[src/rtl/uart_arb_pkg.sv]
// uart_arb_pkg
//   Shared types and width helpers for the UART transmitter arbiter.
//   arb_state_t  : arbiter FSM state encoding
//   idx_width()  : bits needed to index NUM_REQ requesters (at least 1)
//   timer_width(): bits for a timer that must reach max(START_TIMEOUT, GAP_CYCLES)
package uart_arb_pkg;

  typedef enum logic [1:0] {
    IDLE      = 2'd0,
    START     = 2'd1,
    WAIT_DONE = 2'd2,
    GAP       = 2'd3
  } arb_state_t;

  localparam int unsigned FRAME_CNT_W = 16;

  function automatic int unsigned idx_width(input int unsigned n);
    return (n > 1) ? $clog2(n) : 1;
  endfunction

  function automatic int unsigned timer_width(input int unsigned start_timeout,
                                              input int unsigned gap_cycles);
    int unsigned m;
    int unsigned w;
    m = (start_timeout > gap_cycles) ? start_timeout : gap_cycles;
    w = $clog2(m + 1);
    return (w > 0) ? w : 1;
  endfunction

  // Widths for the default configuration (4 requesters, 1024/16 cycle timers).
  localparam int unsigned DEFAULT_IDX_W = idx_width(4);
  localparam int unsigned DEFAULT_TMR_W = timer_width(1024, 16);

endpackage

[src/rtl/uart_tx_arbiter_rr_arbiter.sv]
// rr_arbiter
//   Combinational round-robin pick: returns the first set bit of `eligible`
//   at or after index `ptr`, wrapping modulo NUM_REQ.
//   eligible    in  NUM_REQ  requesters allowed to win this cycle
//   ptr         in  IDX_W    highest-priority index
//   grant_valid out 1        at least one requester is eligible
//   grant_idx   out IDX_W    winning index (0 when grant_valid is 0)
module rr_arbiter
  import uart_arb_pkg::*;
#(
  parameter int unsigned NUM_REQ = 4,
  parameter int unsigned IDX_W   = idx_width(NUM_REQ)
) (
  input  logic [NUM_REQ-1:0] eligible,
  input  logic [IDX_W-1:0]   ptr,
  output logic               grant_valid,
  output logic [IDX_W-1:0]   grant_idx
);

  logic [NUM_REQ-1:0] rot;
  logic [IDX_W:0]     sum;

  always_comb begin
    // Rotate so that bit k of `rot` is requester (ptr + k) mod NUM_REQ.
    rot         = NUM_REQ'({eligible, eligible} >> ptr);
    grant_valid = |rot;
    sum         = '0;
    // Scan from the far end so the lowest offset wins.
    for (int k = NUM_REQ - 1; k >= 0; k--) begin
      if (rot[k[IDX_W-1:0]]) begin
        sum = {1'b0, ptr} + k[IDX_W:0];
      end
    end
    if (sum >= (IDX_W + 1)'(NUM_REQ)) begin
      sum = sum - (IDX_W + 1)'(NUM_REQ);
    end
    grant_idx = sum[IDX_W-1:0];
  end

endmodule

[src/rtl/uart_tx_arbiter.sv]
// uart_tx_arbiter
//   Shares one word-wide UART transmitter among NUM_REQ requesters with
//   round-robin fairness, a start/busy handshake, start timeout reporting
//   and a forced idle gap between frames. All outputs are registered.
//   clk          in  1               system clock
//   rst_n        in  1               synchronous active-low reset
//   req          in  NUM_REQ         level request per requester
//   req_mask     in  NUM_REQ         1 = requester enabled
//   req_data     in  NUM_REQ*DATA_W  packed words, requester i at [i*DATA_W +: DATA_W]
//   ack          out NUM_REQ         one-cycle pulse: word of requester i latched
//   tx_data      out DATA_W          latched word to the transmitter
//   tx_start     out 1               transmitter trigger
//   tx_busy      in  1               transmitter busy
//   tx_src       out IDX_W           current / most recent granted requester
//   arb_busy     out 1               FSM not in IDLE
//   err_timeout  out 1               one-cycle pulse when a start times out
//   frame_count  out 16              completed frames, wraps
//
// state     | meaning
// ----------+---------------------------------------------------------
// IDLE      | waiting for an eligible requester with the transmitter idle
// START     | tx_start high, waiting for tx_busy (bounded by START_TIMEOUT)
// WAIT_DONE | transmitter busy, waiting for it to finish the frame
// GAP       | forced idle gap before the next grant
module uart_tx_arbiter
  import uart_arb_pkg::*;
#(
  parameter int unsigned NUM_REQ       = 4,
  parameter int unsigned DATA_W        = 32,
  parameter int unsigned START_TIMEOUT = 1024,
  parameter int unsigned GAP_CYCLES    = 16,
  parameter int unsigned IDX_W         = idx_width(NUM_REQ),
  parameter int unsigned TMR_W         = timer_width(START_TIMEOUT, GAP_CYCLES)
) (
  input  logic                      clk,
  input  logic                      rst_n,
  input  logic [NUM_REQ-1:0]        req,
  input  logic [NUM_REQ-1:0]        req_mask,
  input  logic [NUM_REQ*DATA_W-1:0] req_data,
  output logic [NUM_REQ-1:0]        ack,
  output logic [DATA_W-1:0]         tx_data,
  output logic                      tx_start,
  input  logic                      tx_busy,
  output logic [IDX_W-1:0]          tx_src,
  output logic                      arb_busy,
  output logic                      err_timeout,
  output logic [FRAME_CNT_W-1:0]    frame_count
);

  localparam logic [TMR_W-1:0] START_LAST = TMR_W'(START_TIMEOUT - 1);
  // With a zero gap the GAP state still lasts one cycle, so it exits at 0.
  localparam logic [TMR_W-1:0] GAP_LAST   =
    TMR_W'((GAP_CYCLES == 0) ? 0 : GAP_CYCLES - 1);

  arb_state_t               state_q, state_d;
  logic [IDX_W-1:0]         ptr_q, ptr_d;
  logic [TMR_W-1:0]         timer_q, timer_d;
  logic [DATA_W-1:0]        tx_data_q, tx_data_d;
  logic [IDX_W-1:0]         tx_src_q, tx_src_d;
  logic [NUM_REQ-1:0]       ack_q, ack_d;
  logic                     tx_start_q, tx_start_d;
  logic                     arb_busy_q, arb_busy_d;
  logic                     err_timeout_q, err_timeout_d;
  logic [FRAME_CNT_W-1:0]   frame_count_q, frame_count_d;

  logic [NUM_REQ-1:0]       eligible;
  logic                     grant_valid;
  logic [IDX_W-1:0]         grant_idx;
  logic [DATA_W-1:0]        grant_word;

  assign eligible = req & req_mask;

  rr_arbiter #(
    .NUM_REQ (NUM_REQ),
    .IDX_W   (IDX_W)
  ) u_rr_arbiter (
    .eligible    (eligible),
    .ptr         (ptr_q),
    .grant_valid (grant_valid),
    .grant_idx   (grant_idx)
  );

  always_comb begin
    grant_word = '0;
    for (int i = 0; i < NUM_REQ; i++) begin
      if (grant_idx == IDX_W'(i)) begin
        grant_word = req_data[i*DATA_W +: DATA_W];
      end
    end
  end

  always_comb begin
    state_d       = state_q;
    ptr_d         = ptr_q;
    timer_d       = timer_q;
    tx_data_d     = tx_data_q;
    tx_src_d      = tx_src_q;
    ack_d         = '0;
    err_timeout_d = 1'b0;
    frame_count_d = frame_count_q;

    unique case (state_q)
      IDLE: begin
        // A transmitter already busy from another user blocks the grant.
        if (grant_valid && !tx_busy) begin
          tx_data_d = grant_word;
          tx_src_d  = grant_idx;
          ack_d     = NUM_REQ'(1) << grant_idx;
          ptr_d     = (grant_idx == IDX_W'(NUM_REQ - 1)) ? '0 : grant_idx + 1'b1;
          timer_d   = '0;
          state_d   = START;
        end
      end
      START: begin
        // Busy takes priority over an expiring timer.
        if (tx_busy) begin
          state_d = WAIT_DONE;
        end else if (timer_q == START_LAST) begin
          err_timeout_d = 1'b1;
          timer_d       = '0;
          state_d       = GAP;
        end else begin
          timer_d = timer_q + 1'b1;
        end
      end
      WAIT_DONE: begin
        if (!tx_busy) begin
          frame_count_d = frame_count_q + 1'b1;
          timer_d       = '0;
          state_d       = GAP;
        end
      end
      GAP: begin
        if (timer_q == GAP_LAST) begin
          state_d = IDLE;
        end else begin
          timer_d = timer_q + 1'b1;
        end
      end
      default: begin
        state_d = IDLE;
      end
    endcase

    // Registered copies of the next state keep the outputs glitch-free.
    tx_start_d = (state_d == START);
    arb_busy_d = (state_d != IDLE);
  end

  always_ff @(posedge clk) begin
    if (!rst_n) begin
      state_q       <= IDLE;
      ptr_q         <= '0;
      timer_q       <= '0;
      tx_data_q     <= '0;
      tx_src_q      <= '0;
      ack_q         <= '0;
      tx_start_q    <= 1'b0;
      arb_busy_q    <= 1'b0;
      err_timeout_q <= 1'b0;
      frame_count_q <= '0;
    end else begin
      state_q       <= state_d;
      ptr_q         <= ptr_d;
      timer_q       <= timer_d;
      tx_data_q     <= tx_data_d;
      tx_src_q      <= tx_src_d;
      ack_q         <= ack_d;
      tx_start_q    <= tx_start_d;
      arb_busy_q    <= arb_busy_d;
      err_timeout_q <= err_timeout_d;
      frame_count_q <= frame_count_d;
    end
  end

  assign ack         = ack_q;
  assign tx_data     = tx_data_q;
  assign tx_start    = tx_start_q;
  assign tx_src      = tx_src_q;
  assign arb_busy    = arb_busy_q;
  assign err_timeout = err_timeout_q;
  assign frame_count = frame_count_q;

endmodule

[config.mk]
export PLATFORM = sky130hd
export DESIGN_NAME = uart_tx_arbiter
export DESIGN_NICKNAME = d
export VERILOG_FILES = /design/src/rtl/uart_arb_pkg.sv /design/src/rtl/uart_tx_arbiter_rr_arbiter.sv /design/src/rtl/uart_tx_arbiter.sv
export SDC_FILE = /design/constraint.sdc
export NUM_CORES = 1
export LEC_CHECK = 0
export BUFFER_PORTS_ARGS = -buffer_cell sky130_fd_sc_hd__buf_2
export CAP_MARGIN = 40
export CORE_MARGIN = 2
export CORE_UTILIZATION = 44
export CTS_BUF_LIST = sky130_fd_sc_hd__clkbuf_8
export DETAILED_ROUTE_END_ITERATION = 16
export PLACE_DENSITY = 0.79
export SLEW_MARGIN = 10
export SYNTH_ARGS = -nofsm -noshare
export SYNTH_HDL_FRONTEND = slang
export SYNTH_SLANG_ARGS = --single-unit
[constraint.sdc]
create_clock -name clk -period 2.31 [get_ports clk]
set_clock_uncertainty 0.1 [all_clocks]
set_input_delay 0.462 -clock clk [delete_from_list [all_inputs] [get_ports clk]]
set_output_delay 0.462 -clock clk [all_outputs]
set_load 0.05 [all_outputs]
==> results.sh <==
export IMPL_outcome="finished, final reports clean"
export IMPL_die_y_um=102
export IMPL_grt_first_pass_wirelength_um=21100
export IMPL_grt_pass1_vias=4523
export IMPL_synth_area_leaders="dfxtp_1, nor2b_1, o31a_1, a221oi_1, a21oi_1"
export IMPL_synth_async_sr_flop_share=0
export IMPL_placed_cell_area_sq_mm=0.00553
export IMPL_finalInstanceArea_sq_mm=0.00575
export IMPL_grt_usage=0.251
export IMPL_drive_gt1_frac=0.365
export IMPL_m1WireLength_um=5540
export IMPL_portBuffers=195
export IMPL_start_util=0.457
export IMPL_die_width_um=102
export IMPL_cp_arrival_ns=2.44
export IMPL_h_tree_depth=3
export IMPL_area_growth_syn_to_layout_pct=35.1
export IMPL_utilization=0.617
export IMPL_clock_sinks=72
export IMPL_met3_length_um=835
export IMPL_fp_coreArea_sq_mm=0.00933
export IMPL_syn_inst=525
export IMPL_critPathRequiredTime_ns=2.49
export IMPL_period_share=0.979
export IMPL_fin_crit_ns=2.26
export IMPL_leakage_nw=2.43
export IMPL_place_gp_congestion=1.03
export IMPL_cts_hold_buf=0
export IMPL_hold_path_class="in2reg"
export IMPL_cp_start_kind="flip-flop"
export IMPL_maxSlewHeadroom=0.625
export IMPL_rr_startpoint="ptr_q[1]"
export IMPL_rsz0062_at_grt="yes"
export IMPL_ys_flop_type="dfxtp_1"
export IMPL_met2_length_um=6640
export IMPL_setup_tns_ns=0
export IMPL_cts_clk_slew_worst_paths_ns=0.08
export IMPL_hold_viol=0
export IMPL_stdcell_count=853
export IMPL_cts_buffers=9
export IMPL_yosys_area_top_type="dfxtp_1"
export IMPL_max_freq_mhz=442
export IMPL_setup_viol=0
export IMPL_crit_type="reg2reg"
export IMPL_antenna_found_initial=1
export IMPL_synth_edf_count=0
export IMPL_yosysWarningCount=0
export IMPL_cp_startpoint="ptr_q[1]"
export IMPL_wire_per_inst_um=15.6
export IMPL_dp_cells=835
export IMPL_syn_cell_area_sq_mm=0.00426
export IMPL_critPathMaxFanout=64
export IMPL_drtIter0Drc=196
export IMPL_ys_seq_elements=72
export IMPL_rr_worst_depth=9
export IMPL_hold_depth=2
export IMPL_postRouteAntennaNets=0
export IMPL_post_route_drc_count=0
export IMPL_synth_top_cell_area_share=0.338
export IMPL_worst_slew_pin_slew_ns=0.561
export IMPL_root_buffer="clkbuf_8"
export IMPL_fp_dieArea_sq_mm=0.0105
export IMPL_power_density_mw_per_mm2=613
export IMPL_drt_pass1_iterations=4
export IMPL_syn_avg_cell_area_sq_um=8.11
export IMPL_holdWs_ns=0.296
export IMPL_drv_slew=0
export IMPL_insertion_delay_ns=0.35
export IMPL_gr_total_overflow=0
export IMPL_rows=35
export IMPL_tritoncts="built"
export IMPL_wl_um=13300
export IMPL_clock_path_buffers=2
export IMPL_seq_area_frac_synth=0.338
export IMPL_ios=196
export IMPL_vdd_drop_max_v=0.000326
export IMPL_nets=863
export IMPL_syn_nets=670
export IMPL_grt_max_degree=65
export IMPL_cap_violations=0
export IMPL_min_from="tx_busy"
export IMPL_highest_layer="met4"
export IMPL_crit_path_end_kind="flip-flop"
export IMPL_via_per_inst=5.74
export IMPL_num_vias=4895
export IMPL_ys_types=54
export IMPL_hpwl_um=9700
-- power breakdown --
| part | internal (mW) | switching (mW) |
|---|---|---|
| sequential | 1.31 | 0.0427 |
| combinational | 0.460 | 0.671 |
| clock | 0.510 | 0.531 |
| total | 2.28 | 1.24 |
-- worst paths after layout --
| path | slack [ns] | endpoint |
|---|---|---|
| max | 0.05 | tx_data[7] |
| max reg2reg | 0.05 | tx_data[7] |
| min reg2reg | 0.38 | frame_count[15] |
| min | 0.30 | err_timeout |
-- registers in the layout, summed over array words and instances (netlist names) --
register and cells:
timer_q 11, err_timeout 1, state_q 2, tx_data 32, frame_count 16, tx_src 2, arb_busy 1, ptr_q 2
ack 4, tx_start 1
-- logic make-up (layout without fill, tap and decap cells) --
group,Yosys count,count (layout),synth area share
DFF,72,72,0.338
other,0,1,0
adders and majority gates,6,6,0.0176
and+or+nand+nor,198,198,0.269
xor gates and xnor gates,8,8,0.0164
AOI/OAI and AO/OA,189,189,0.304
muxes,1,1,0.00235
buffers and inverters,51,249,0.0529
-- synth_stat cells, types with 3 or more instances --
library cell / n
a211oi_1: 3
a21oi_1: 50
a221oi_1: 32
a31oi_1: 5
and2_1: 3
and4_1: 5
buf_2: 12
clkbuf_1: 29
dfxtp_1: 72
ha_1: 6
inv_1: 4
nand2_1: 46
nand2b_1: 3
nand3_1: 11
nand4_1: 7
nor2_1: 13
nor2b_1: 65
nor3_1: 8
nor4_1: 6
o21ai_0: 39
o31a_1: 34
o31ai_1: 13
or3_1: 5
or4_1: 12
xor2_1: 7
-- critical path: stages (launching register included) --
cell	delay [ns]
dfxtp_2	0.35
nand3_1	0.07
a31oi_1	0.11
or3_4	0.42
buf_4	0.15
ha_2	0.18
buf_12	0.17
nor2b_1	0.17
o31a_1	0.27
a21oi_1	0.15
-- area by class of cell --
| cell class | instances | area [sq um] |
|---|---|---|
| fillers | 822 | 3570 |
| multi-input cells | 402 | 2640 |
| flip-flops and latches | 72 | 1440 |
| repair buffers | 227 | 1280 |
| well taps | 129 | 161 |
| clock buffers | 9 | 124 |
| clock inverters | 7 | 80.1 |
| inverters | 6 | 22.5 |
| diodes | 1 | 2.50 |
-- per-layer routing --
layer / track usage / up-vias
met5: 0 / -
met4: 0.104 / 0
met3: 0.0479 / 27
met2: 0.443 / 193
met1: 0.299 / 2315
li1: - / 2360
-- layout by cell type, fill, tap and decap left out, types with 2 or more instances in the layout --
cell type,netlist,routed
nand2b_1,3,3
nor3_1,8,8
buf_4,1,27
clkbuf_8,0,9
inv_2,1,3
a221oi_2,0,2
dfxtp_1,72,71
nand3b_1,2,2
or3_1,5,4
o21ai_0,39,39
o31ai_1,13,13
a21oi_1,50,50
nor4_1,6,6
and2_1,3,2
nor2b_1,65,65
or4_1,12,12
nand2_1,46,46
buf_2,12,195
inv_6,0,2
and4_1,5,5
a31oi_1,5,5
a211oi_1,3,2
clkinv_4,0,2
or3_4,1,2
a22oi_1,2,2
ha_1,6,3
o221a_2,2,2
buf_12,0,5
nor2_1,13,13
xor2_1,7,7
ha_2,0,2
o31a_1,34,34
nand3_1,11,11
inv_1,4,2
clkinvlp_4,0,2
a221oi_1,32,30
nand4_1,7,7
nor4b_1,2,2
-- what timing repair did --
action	4_1_cts	5_1_grt
setup endpoints to repair	1	33
resized for setup	0	4
buffers inserted	1	0
pin swaps	1	1
-- per-stage QoR --
step / worst slack (ns) / total power [mW]
CTS: 0.00479 / 3.54
finish: 0.0479 / 3.53
detailed placement: -0.187 / 2.50
global route: -0.0414 / 3.70
floorplan: 0.0269 / 2.15
global placement: -0.135 / 2.47
Note: power is estimated with default switching activity, not from simulation.
